$ cat src/rtl/mesi_isc_pkg.sv
// Shared types and constants for the MESI ISC broadcast sequencer.
package mesi_isc_pkg;

  localparam int CPU_COUNT = 4;

  // Per-CPU coherence bus command encoding.
  typedef enum logic [2:0] {
    CBUS_CMD_NOP      = 3'd0,
    CBUS_CMD_WR_SNOOP = 3'd1,
    CBUS_CMD_RD_SNOOP = 3'd2,
    CBUS_CMD_EN_WR    = 3'd3,
    CBUS_CMD_EN_RD    = 3'd4
  } cbus_cmd_e;

  // Broadcast FIFO entry type; encoding 3 is treated like NOP.
  typedef enum logic [1:0] {
    BROAD_NOP = 2'd0,
    BROAD_WR  = 2'd1,
    BROAD_RD  = 2'd2
  } broad_type_e;

  // Sequencer FSM state.
  typedef enum logic [1:0] {
    SEQ_IDLE   = 2'd0,
    SEQ_SNOOP  = 2'd1,
    SEQ_ENABLE = 2'd2
  } seq_state_e;

endpackage

$ cat src/rtl/mesi_isc_snoop_mask.sv
// Tracks which snoopees have acked the active broadcast.
// driven_o marks CPUs still receiving a snoop command; all_snooped_o
// already includes the acks of the current cycle.
module mesi_isc_snoop_mask
  import mesi_isc_pkg::*;
(
  input  logic                 clk,
  input  logic                 rst,
  input  logic [1:0]           orig_i,
  input  logic [CPU_COUNT-1:0] ack_i,
  input  logic                 snoop_en_i,
  input  logic                 clear_i,
  output logic [CPU_COUNT-1:0] done_mask_o,
  output logic [CPU_COUNT-1:0] driven_o,
  output logic                 all_snooped_o
);

  logic [CPU_COUNT-1:0] mask_q, mask_d;
  logic [CPU_COUNT-1:0] orig_oh;
  logic [CPU_COUNT-1:0] acked;

  // Only acks from CPUs currently driven with a snoop count.
  always_comb begin
    orig_oh       = CPU_COUNT'(1) << orig_i;
    driven_o      = snoop_en_i ? (~mask_q & ~orig_oh) : '0;
    acked         = ack_i & driven_o;
    mask_d        = clear_i ? '0 : (mask_q | acked);
    all_snooped_o = &(mask_q | acked | orig_oh);
  end

  // Mask register; cleared on reset and when a transaction retires or aborts.
  always_ff @(posedge clk or negedge rst) begin
    if (!rst) begin
      mask_q <= '0;
    end else begin
      mask_q <= mask_d;
    end
  end

  assign done_mask_o = mask_q;

endmodule

$ cat src/rtl/mesi_isc_broad_sequencer.sv
// Broadcast sequencer: pops the broadcast FIFO head, snoops the three
// non-originating CPUs, then enables the originator and retires.
// Optional ack watchdog: define MESI_ISC_BROAD_SEQ_TIMEOUT_EN.
// Handshake: broad_fifo_rd_o pops the head in the same cycle it is high
// (head fields are captured on that edge); each cbus_ack_array_i[i] is a
// single-cycle ack, counted only while CPU i is being driven.
module mesi_isc_broad_sequencer
  import mesi_isc_pkg::*;
#(
  parameter int CBUS_CMD_WIDTH   = 3,
  parameter int ADDR_WIDTH       = 32,
  parameter int BROAD_TYPE_WIDTH = 2,
  parameter int BROAD_ID_WIDTH   = 7,
  parameter int TIMEOUT_CYCLES   = 255
) (
  input  logic                                clk,
  input  logic                                rst,
  input  logic                                broad_fifo_status_empty_i,
  input  logic [ADDR_WIDTH-1:0]               broad_addr_i,
  input  logic [BROAD_TYPE_WIDTH-1:0]         broad_type_i,
  input  logic [1:0]                          broad_cpu_id_i,
  input  logic [BROAD_ID_WIDTH-1:0]           broad_id_i,
  input  logic [CPU_COUNT-1:0]                cbus_ack_array_i,
  output logic                                broad_fifo_rd_o,
  output logic [ADDR_WIDTH-1:0]               cbus_addr_o,
  output logic [CPU_COUNT*CBUS_CMD_WIDTH-1:0] cbus_cmd_array_o,
  output logic                                busy_o,
  output logic                                done_o,
  output logic [BROAD_ID_WIDTH-1:0]           done_id_o,
  output logic                                timeout_err_o,
  output logic [1:0]                          dbg_state_o
);

  seq_state_e                state_q, state_d;
  logic [ADDR_WIDTH-1:0]     addr_q;
  logic [1:0]                cpu_q;
  logic [BROAD_ID_WIDTH-1:0] id_q, done_id_q;
  logic                      is_rd_q;
  logic                      done_q, done_d;
  logic                      capture, mask_clear;
  logic                      head_is_wr, head_is_rd;
  logic [CPU_COUNT-1:0]      done_mask, driven;
  logic                      all_snooped;
  logic                      timeout_hit;

  assign head_is_wr = (broad_type_i == BROAD_TYPE_WIDTH'(BROAD_WR));
  assign head_is_rd = (broad_type_i == BROAD_TYPE_WIDTH'(BROAD_RD));

  mesi_isc_snoop_mask u_snoop_mask (
    .clk           (clk),
    .rst           (rst),
    .orig_i        (cpu_q),
    .ack_i         (cbus_ack_array_i),
    .snoop_en_i    (state_q == SEQ_SNOOP),
    .clear_i       (mask_clear),
    .done_mask_o   (done_mask),
    .driven_o      (driven),
    .all_snooped_o (all_snooped)
  );

  // Next-state and command decode; the watchdog overrides normal progress.
  always_comb begin
    state_d          = state_q;
    broad_fifo_rd_o  = 1'b0;
    capture          = 1'b0;
    busy_o           = 1'b0;
    done_d           = 1'b0;
    mask_clear       = 1'b0;
    cbus_cmd_array_o = '0;
    case (state_q)
      SEQ_IDLE: begin
        if (!broad_fifo_status_empty_i) begin
          broad_fifo_rd_o = 1'b1;
          capture         = 1'b1;
          if (head_is_wr || head_is_rd) state_d = SEQ_SNOOP;
        end
      end
      SEQ_SNOOP: begin
        busy_o = 1'b1;
        for (int i = 0; i < CPU_COUNT; i++) begin
          if (driven[i]) begin
            cbus_cmd_array_o[i*CBUS_CMD_WIDTH +: CBUS_CMD_WIDTH] = is_rd_q ?
              CBUS_CMD_WIDTH'(CBUS_CMD_RD_SNOOP) : CBUS_CMD_WIDTH'(CBUS_CMD_WR_SNOOP);
          end
        end
        if (all_snooped) state_d = SEQ_ENABLE;
      end
      SEQ_ENABLE: begin
        busy_o = 1'b1;
        for (int i = 0; i < CPU_COUNT; i++) begin
          if (i == int'(cpu_q)) begin
            cbus_cmd_array_o[i*CBUS_CMD_WIDTH +: CBUS_CMD_WIDTH] = is_rd_q ?
              CBUS_CMD_WIDTH'(CBUS_CMD_EN_RD) : CBUS_CMD_WIDTH'(CBUS_CMD_EN_WR);
          end
        end
        if (cbus_ack_array_i[cpu_q]) begin
          state_d    = SEQ_IDLE;
          done_d     = 1'b1;
          mask_clear = 1'b1;
        end
      end
      default: state_d = SEQ_IDLE;
    endcase
    if (timeout_hit) begin
      state_d    = SEQ_IDLE;
      done_d     = 1'b0;
      mask_clear = 1'b1;
    end
  end

  // State, captured head fields and the registered retire pulse.
  always_ff @(posedge clk or negedge rst) begin
    if (!rst) begin
      state_q   <= SEQ_IDLE;
      addr_q    <= '0;
      cpu_q     <= '0;
      id_q      <= '0;
      is_rd_q   <= 1'b0;
      done_q    <= 1'b0;
      done_id_q <= '0;
    end else begin
      state_q <= state_d;
      done_q  <= done_d;
      if (capture) begin
        addr_q  <= broad_addr_i;
        cpu_q   <= broad_cpu_id_i;
        id_q    <= broad_id_i;
        is_rd_q <= head_is_rd;
      end
      if (done_d) done_id_q <= id_q;
    end
  end

`ifdef MESI_ISC_BROAD_SEQ_TIMEOUT_EN
  localparam int CNT_RAW = $clog2(TIMEOUT_CYCLES + 1);
  localparam int CNT_W   = (CNT_RAW > 8) ? CNT_RAW : 8;

  logic [CNT_W-1:0] cnt_q, cnt_d;
  logic             err_q;

  assign timeout_hit = (state_q != SEQ_IDLE) && (cnt_q == CNT_W'(TIMEOUT_CYCLES - 1));

  // Counter restarts on every state change and runs only while busy.
  always_comb begin
    cnt_d = '0;
    if (state_d != SEQ_IDLE && state_d == state_q) cnt_d = cnt_q + 1'b1;
  end

  // Watchdog counter and sticky error flag.
  always_ff @(posedge clk or negedge rst) begin
    if (!rst) begin
      cnt_q <= '0;
      err_q <= 1'b0;
    end else begin
      cnt_q <= cnt_d;
      if (timeout_hit) err_q <= 1'b1;
    end
  end

  assign timeout_err_o = err_q;
`else
  logic [31:0] unused_timeout_cycles;
  assign unused_timeout_cycles = TIMEOUT_CYCLES;
  assign timeout_hit           = 1'b0;
  assign timeout_err_o         = 1'b0;
`endif

  logic [CPU_COUNT-1:0] unused_done_mask;
  assign unused_done_mask = done_mask;

  assign cbus_addr_o = addr_q;
  assign done_o      = done_q;
  assign done_id_o   = done_id_q;
  assign dbg_state_o = state_q;

endmodule

$ cat config.mk
export PLATFORM = sky130hd
export DESIGN_NAME = mesi_isc_broad_sequencer
export DESIGN_NICKNAME = d
export VERILOG_FILES = /design/src/rtl/mesi_isc_pkg.sv /design/src/rtl/mesi_isc_snoop_mask.sv /design/src/rtl/mesi_isc_broad_sequencer.sv
export SDC_FILE = /design/constraint.sdc
export NUM_CORES = 1
export LEC_CHECK = 0
export BUFFER_PORTS_ARGS = -buffer_cell sky130_fd_sc_hd__buf_2
export CORE_ASPECT_RATIO = 0.75
export CORE_MARGIN = 5
export CORE_UTILIZATION = 51
export CTS_CLUSTER_DIAMETER = 150
export DETAILED_ROUTE_END_ITERATION = 16
export GPL_ROUTABILITY_DRIVEN = 0
export PLACE_DENSITY = 0.85
export SKIP_CTS_REPAIR_TIMING = 1
export SLEW_MARGIN = 20
export SYNTH_ARGS = -nofsm -noshare
export SYNTH_HDL_FRONTEND = slang
export SYNTH_HIERARCHICAL = 1
export SYNTH_SLANG_ARGS = --single-unit
export TNS_END_PERCENT = 20
$ cat constraint.sdc
create_clock -name clk -period 2.7 [get_ports clk]
set_input_delay 0.135 -clock clk [delete_from_list [all_inputs] [get_ports clk]]
set_output_delay 0.135 -clock clk [all_outputs]
set_load 0.01 [all_outputs]
==> results of run 1 <==
worst max-delay path, stage by stage (launching register included):
cell     delay [ns]
dfrtp_1        0.41
inv_1          0.12
ha_1           0.56
nor3b_1        0.38
nand3_1        0.11
o21ai_0        0.09
and2_1         0.13
buf_2          0.12
cell families (layout without fill, tap and decap cells):
logic type | after synthesis | count (layout) | synth area share, %
adder cells (fa/ha/maj) | 5 | 5 | 2.53
multiplexers | 52 | 52 | 24.1
AND/OR/NAND/NOR | 37 | 37 | 8.36
other | 1 | 1 | 0.152
flip-flops | 56 | 56 | 56.8
AO/OA/AOI/OAI | 19 | 19 | 4.92
buffers and inverters | 18 | 124 | 3.14
power groups by stage:
stage / sequential, mW / combinational [mW] / clock, mW
floorplan: 1.66 / 0.938 / 0
global placement: 1.52 / 1.64 / 0
detailed placement: 1.55 / 1.67 / 0
CTS: 1.54 / 1.68 / 0.474
global route: 1.60 / 1.83 / 0.515
finish: 1.53 / 1.65 / 0.455
synthesized netlist by cell type, drive strengths merged, types with 2 or more instances:
cell	number	area [µm²]
nand2b	2	12.5
ha	5	62.6
a21oi	7	35.0
nand3	6	30.0
a211oi	2	15.0
nor2b	2	12.5
nand2	8	32.5
nor2	6	22.5
clkbuf	3	11.3
o21ai	5	25.0
and2	4	25.0
inv	9	33.8
dfrtp	56	1400
nor3b	2	15.0
buf	6	32.5
mux2	50	563
nand3b	3	22.5
through the flow:
| stage | instance area (µm²) | worst slack (ns) | util [%] | hold slack [ns] | cells |
|---|---|---|---|---|---|
| finish | 3150 | 0.335 | 68.8 | -0.0386 | 351 |
| global route | 3150 | 0.155 | 68.8 | 0.0339 | 351 |
| CTS | 3150 | 0.351 | 68.8 | -0.00483 | 351 |
| detailed placement | 3060 | 0.548 | 66.9 | 0.338 | 343 |
| global placement | 3060 | 0.644 | 66.9 | 0.344 | 343 |
| floorplan | 2470 | 0.843 | - | -0.161 | 188 |
final cells by class:
type / instances / area (µm²)
repair buffers: 107 / 553
fillers: 360 / 1430
clock inverters: 3 / 21.3
multi-input cells: 114 / 997
inverters: 9 / 33.8
flip-flops and latches: 56 / 1400
clock buffers: 5 / 68.8
well taps: 57 / 71.3
how the worst min path moves through the flow:
stage | startpoint | to | slack, ns | depth (start not counted)
after global placement | rst | cbus_addr_o[29] | 0.34 | 1
after floorplan | rst | cbus_addr_o[0] | -0.16 | 0
after global routing | broad_addr_i[6] | cbus_addr_o[6] | 0.03 | 2
after detailed placement | rst | cbus_addr_o[28] | 0.34 | 1
final | rst | cbus_addr_o[27] | -0.04 | 1
after CTS | rst | cbus_addr_o[29] | -0.005 | 1
registers in the layout (all words and copies together) (netlist names):
| signal | count |
|---|---|
| cbus_addr_o | 32 |
| done_o | 1 |
| u_snoop_mask/done_mask_o | 4 |
| is_rd_q | 1 |
| dbg_state_o | 2 |
| id_q | 7 |
| done_id_o | 7 |
| cpu_q | 2 |
per-layer routing:
layer | global-route usage [%] | vias up
met5 | 0 | -
met4 | 4.46 | 0
met3 | 7.94 | 7
met2 | 27.6 | 87
met1 | 22.4 | 871
li1 | - | 861
==> metrics.md, run 1 <==
| Metric | Value |
|---|---|
| Post-Syn Nets | `243` |
| Slew Limit Fails | `0` |
| Total net switching power | `1.34 mW` |
| Internal Power | `2.30 mW` |
| Main synth FF type | `dfrtp_1` |
| Endpoints failing hold | `44` |
| CTS Buffer Depth | `2` |
| Final setup viols | `0` |
| Total power | `3.64 mW` |
| Reg2reg setup slack | `0.51 ns` |
| Routed Antenna Nets | `0` |
| Post-synth ARST share | `100%` |
| RSZ-0062 raised after global routing | `false` |
| Fin crit share | `87.6%` |
| Core ar. | `4570 µm²` |
| Largest net degree at the start of global routing | `46` |
| Die area | `6350 µm²` |
| Syn Std Cell Area | `2470 µm²` |
| Vias per cell | `5.20` |
| Met2 Routed Length | `2450 µm` |
| Die Y | `70.3 µm` |
| Worst vdd ir | `601 µV` |
| Met3 WL post-DR | `628 µm` |
| Detailed placer's ending HPWL | `4060 µm` |
| First-pass GRT wire length | `9150 µm` |
| Via count | `1826` |
| Core Rows | `21` |
| CP endpoint | `cbus_cmd_array_o[4]` |
| Syn Inst Count | `188` |
| Clock share of power | `12.5%` |
| #FFs+latches synth | `56` |
| Synth warn | `6` |
| First drt pass iteration count | `4` |
| Final #Nets | `348` |
| Worst skew pair latency | `0.31 ns` |
| Relative slew slack | `36.6%` |
| Initial antenna violation count | `0` |
| Power density over the cells | `1160 nW/µm²` |
| Switching share of power | `36.8%` |
| CP Class | `flip-flop to output port` |
| Remaining global-route overflow | `0` |
| H-tree depth | `2` |
| Seq pwr share | `42.2%` |
| Die Span X | `90.3 µm` |
| CP arrival | `2.23 ns` |
| Routed wire length | `5280 µm` |
| Setup crit end kind | `output port` |
| Worst r2r dst | `dbg_state_o[0]` |
| Final Critical Period | `2.36 ns` |
| Initial drt markers | `50` |
| # IOs | `107` |
| Clock transition at the registers of the reported paths | `0.10 ns` |
| Critical Path Start | `dbg_state_o[1]` |
| Synth cell types | `32` |
| Comb power frac | `45.3%` |
| Metal-1 WL | `2150 µm` |
| Worst slew pin tran | `0.951 ns` |
| DR DRC count | `0` |
| ANT cells | `0` |
| Outcome | `finished with violations` |
| WHS | `-0.0386 ns` |
| Critical Path RT | `2.57 ns` |
| Commonest non-fill, non-tap cell in the layout | `buf_2` |
| Worst hold path class | `primary input to async pin` |
| Crit start category | `flip-flop` |
| Fin Setup TNS | `0 ns` |
| Fmax | `423 MHz` |
| R2R depth | `7` |
| Clock root buffer | `clkbuf_8` |
| CTS buffer count | `5` |
| Worst Clk Skew | `0.00623 ns` |
| Most frequent cells in the layout | `buf_2 (105), dfrtp_1 (56), mux2_2 (49), inv_1 (9)` |
| Area grow syn2layout | `27.5%` |
| Crit path max fanout | `21` |
| CTS tree | `yes` |
| CTS Sinks | `56` |
| Seq/Total Area, Yosys | `56.8%` |
| Post-DR wirelength/cell | `15.0 µm` |
| Number of synthesized flops with an enable pin | `0` |
| Synth Area per Inst | `13.1 µm²` |
| Top Metal Used | `met4` |
| # Max-Cap Violations | `0` |
| Port bufs | `105` |
| Total GRT Usage | `17.6%` |
| Initial core utilization | `54.0%` |
| Share of layout cells above drive strength 1 | `57.8%` |
| Leak Pwr | `1.55 nW` |
| RR Startpoint | `dbg_state_o[1]` |
| Vias in the first global route | `1865` |
| Failing checks | `hold timing` |
(Power assumes the default switching activity.)
==> run 2, diff against run 1 <==
--- a/config.mk
+++ b/config.mk
@@ -5,18 +5,19 @@
 export SDC_FILE = /design/constraint.sdc
 export NUM_CORES = 1
 export LEC_CHECK = 0
-export BUFFER_PORTS_ARGS = -buffer_cell sky130_fd_sc_hd__buf_2
 export CORE_ASPECT_RATIO = 0.75
 export CORE_MARGIN = 5
-export CORE_UTILIZATION = 51
+export CORE_UTILIZATION = 66
 export CTS_CLUSTER_DIAMETER = 150
 export DETAILED_ROUTE_END_ITERATION = 16
+export DONT_BUFFER_PORTS = 1
 export GPL_ROUTABILITY_DRIVEN = 0
-export PLACE_DENSITY = 0.85
+export PLACE_DENSITY = 0.82
+export SETUP_SLACK_MARGIN = 0.1
 export SKIP_CTS_REPAIR_TIMING = 1
 export SLEW_MARGIN = 20
 export SYNTH_ARGS = -nofsm -noshare
 export SYNTH_HDL_FRONTEND = slang
 export SYNTH_HIERARCHICAL = 1
 export SYNTH_SLANG_ARGS = --single-unit
-export TNS_END_PERCENT = 20
+export TNS_END_PERCENT = 10
==> run 2 against run 1 <==
The flow now finishes without violations. First-iteration DRC count up 60%. Flip-flop and latch count did not move. Die area is 20% lower. Maximum frequency rose by 2.6%. Hold slack improved by 0.051 ns. Largest power group is now sequential cells. Highest routed layer unchanged.
==> metrics.md, run 2 (synthesis gave the netlist of run 1 again) <==
| Metric | Value |
|---|---|
| Worst Clk Skew | `0.0102 ns (was 0.00623 ns)` |
| Slowest-stage cell, CP | `dfrtp_1 (was ha_1)` |
| Crit start category | `flip-flop (unchanged)` |
| CP peak stage delay | `0.44 ns (was 0.56 ns)` |
| Post-DR wirelength/cell | `20.6 µm (was 15.0 µm)` |
| Critical path, cell by cell | `inv_1 > ha_1 > buf_4 > nor3b_1 > nand3_1 > o21ai_0 > and2_1 (was inv_1 > ha_1 > nor3b_1 > nand3_1 > o21ai_0 > and2_1 > buf_2)` |
| DR DRC count | `0 (unchanged)` |
| Total GRT Usage | `20.4% (was 17.6%)` |
| Clock root buffer | `clkbuf_8 (unchanged)` |
| Number of flip-flops in the largest register | `32 (unchanged)` |
| Port bufs | `0 (was 105)` |
| Outcome | `completed (was finished with violations)` |
| Fin Setup TNS | `0 ns (unchanged)` |
| Area grow syn2layout | `24.6% (was 27.5%)` |
| Routed wire length | `5880 µm (was 5280 µm)` |
| Final Critical Period | `2.30 ns (was 2.36 ns)` |
| Die Y | `63.0 µm (was 70.3 µm)` |
| Via count | `1653 (was 1826)` |
| # IOs | `107 (unchanged)` |
| Fin crit share | `85.3% (was 87.6%)` |
| Commonest non-fill, non-tap cell in the layout | `dfrtp_1 (was buf_2)` |
| Routed Antenna Nets | `0 (unchanged)` |
| Setup crit end kind | `output port (unchanged)` |
| Worst slew pin tran | `0.550 ns (was 0.951 ns)` |
| Critical Path RT | `2.57 ns (about the same)` |
| CP Class | `flip-flop to output port (unchanged)` |
| Clock transition at the registers of the reported paths | `0.09 ns (was 0.10 ns)` |
| Slew Limit Fails | `0 (unchanged)` |
| CTS tree | `yes (unchanged)` |
| Largest net degree at the start of global routing | `57 (was 46)` |
| Die area | `5080 µm² (was 6350 µm²)` |
| Core Rows | `19 (was 21)` |
| H-tree depth | `2 (unchanged)` |
| CTS buffer count | `5 (unchanged)` |
| Remaining global-route overflow | `0 (unchanged)` |
| Worst vdd ir | `708 µV (was 601 µV)` |
| Final setup viols | `0 (unchanged)` |
| Initial drt markers | `80 (was 50)` |
| RSZ-0062 raised after global routing | `false (unchanged)` |
| Detailed placer's ending HPWL | `3760 µm (was 4060 µm)` |
| Vias in the first global route | `1535 (was 1865)` |
| Worst skew pair latency | `0.31 ns (about the same)` |
| Core ar. | `3640 µm² (was 4570 µm²)` |
| Relative slew slack | `63.3% (was 36.6%)` |
| First-pass GRT wire length | `7940 µm (was 9150 µm)` |
| Power density over the cells | `1120 nW/µm² (was 1160 nW/µm²)` |
| # Max-Cap Violations | `0 (unchanged)` |
| Crit path max fanout | `12 (was 21)` |
| Worst hold path class | `primary input to flip-flop (was primary input to async pin)` |
| Final #Nets | `288 (was 348)` |
| Initial antenna violation count | `0 (unchanged)` |
| ANT cells | `0 (unchanged)` |
| Share of layout cells above drive strength 1 | `28.2% (was 57.8%)` |
| CTS Buffer Depth | `2 (unchanged)` |
| Leak Pwr | `1.31 nW (was 1.55 nW)` |
| CTS Sinks | `56 (unchanged)` |
| Die Span X | `80.6 µm (was 90.3 µm)` |
| CP arrival | `2.17 ns (was 2.23 ns)` |
| Fin util | `84.6% (was 68.8%)` |
| Vias per cell | `5.78 (was 5.20)` |
| Most frequent cells in the layout | `dfrtp_1 (56), mux2_2 (49), dlygate4sd3_1 (44), inv_1 (9) (was buf_2 (105), dfrtp_1 (56), mux2_2 (49), inv_1 (9))` |
| Endpoints failing hold | `0 (was 44)` |
| First drt pass iteration count | `4 (unchanged)` |
| Initial core utilization | `67.9% (was 54.0%)` |
| Fmax | `434 MHz (was 423 MHz)` |
## run 2: path summary, 6_finish.rpt
kind                                     start                           to  slack, ns  cells past startpoint
min in group asynchronous                  rst                      id_q[6]       0.36                      2
hold reg to reg                        id_q[3]                      id_q[3]       0.52                      1
setup reg to reg                dbg_state_o[1]               dbg_state_o[0]       0.64                      7
hold / removal             cbus_ack_array_i[3]  u_snoop_mask/done_mask_o[3]       0.01                      2
setup / recovery                dbg_state_o[1]          cbus_cmd_array_o[4]       0.40                      7
max in group asynchronous                  rst  u_snoop_mask/done_mask_o[1]       2.11                      2
## run 2: final cells by class
type | instances | area, µm²
clock inverters | 2 | 13.8
flip-flops and latches | 56 | 1400
inverters | 9 | 33.8
fillers | 200 | 561
clock buffers | 6 | 82.6
multi-input cells | 114 | 997
well taps | 52 | 65.1
repair buffers | 47 | 483
## run 2: metal layers
layer	GRT usage (%)	share of wire (%)	vias up	routed length [µm]
li1	-	-	745	-
met1	23.1	36	820	2090
met2	34.3	55	80	3250
met3	10.7	7.7	8	455
met4	4.43	1.4	0	83
met5	0	0	-	0
## run 2: worst max-delay path, delay by kind of cell, from the launching register on
kind            cells  cell delay [ns]
compound gates      1             0.08
buf+inv             2             0.37
simple gates        3             0.60
fa+ha+maj           1             0.38
flops               1             0.44
## run 2: power by group
group,internal [mW],switching (mW)
clock network,0.210,0.264
registers,1.27,0.520
logic,0.635,0.550
total,2.11,1.33
## run 2: per-stage QoR
step | power, mW | instances | hold WS (ns) | worst slack [ns] | instance area [µm²]
finish | 3.45 | 286 | 0.0126 | 0.396 | 3080
CTS | 3.34 | 241 | -0.500 | 0.407 | 2610
global route | 3.66 | 286 | 0.0220 | 0.193 | 3080
global placement | 2.77 | 233 | -0.160 | 0.763 | 2510
floorplan | 2.59 | 188 | -0.161 | 0.843 | 2470
detailed placement | 2.88 | 233 | -0.160 | 0.686 | 2510
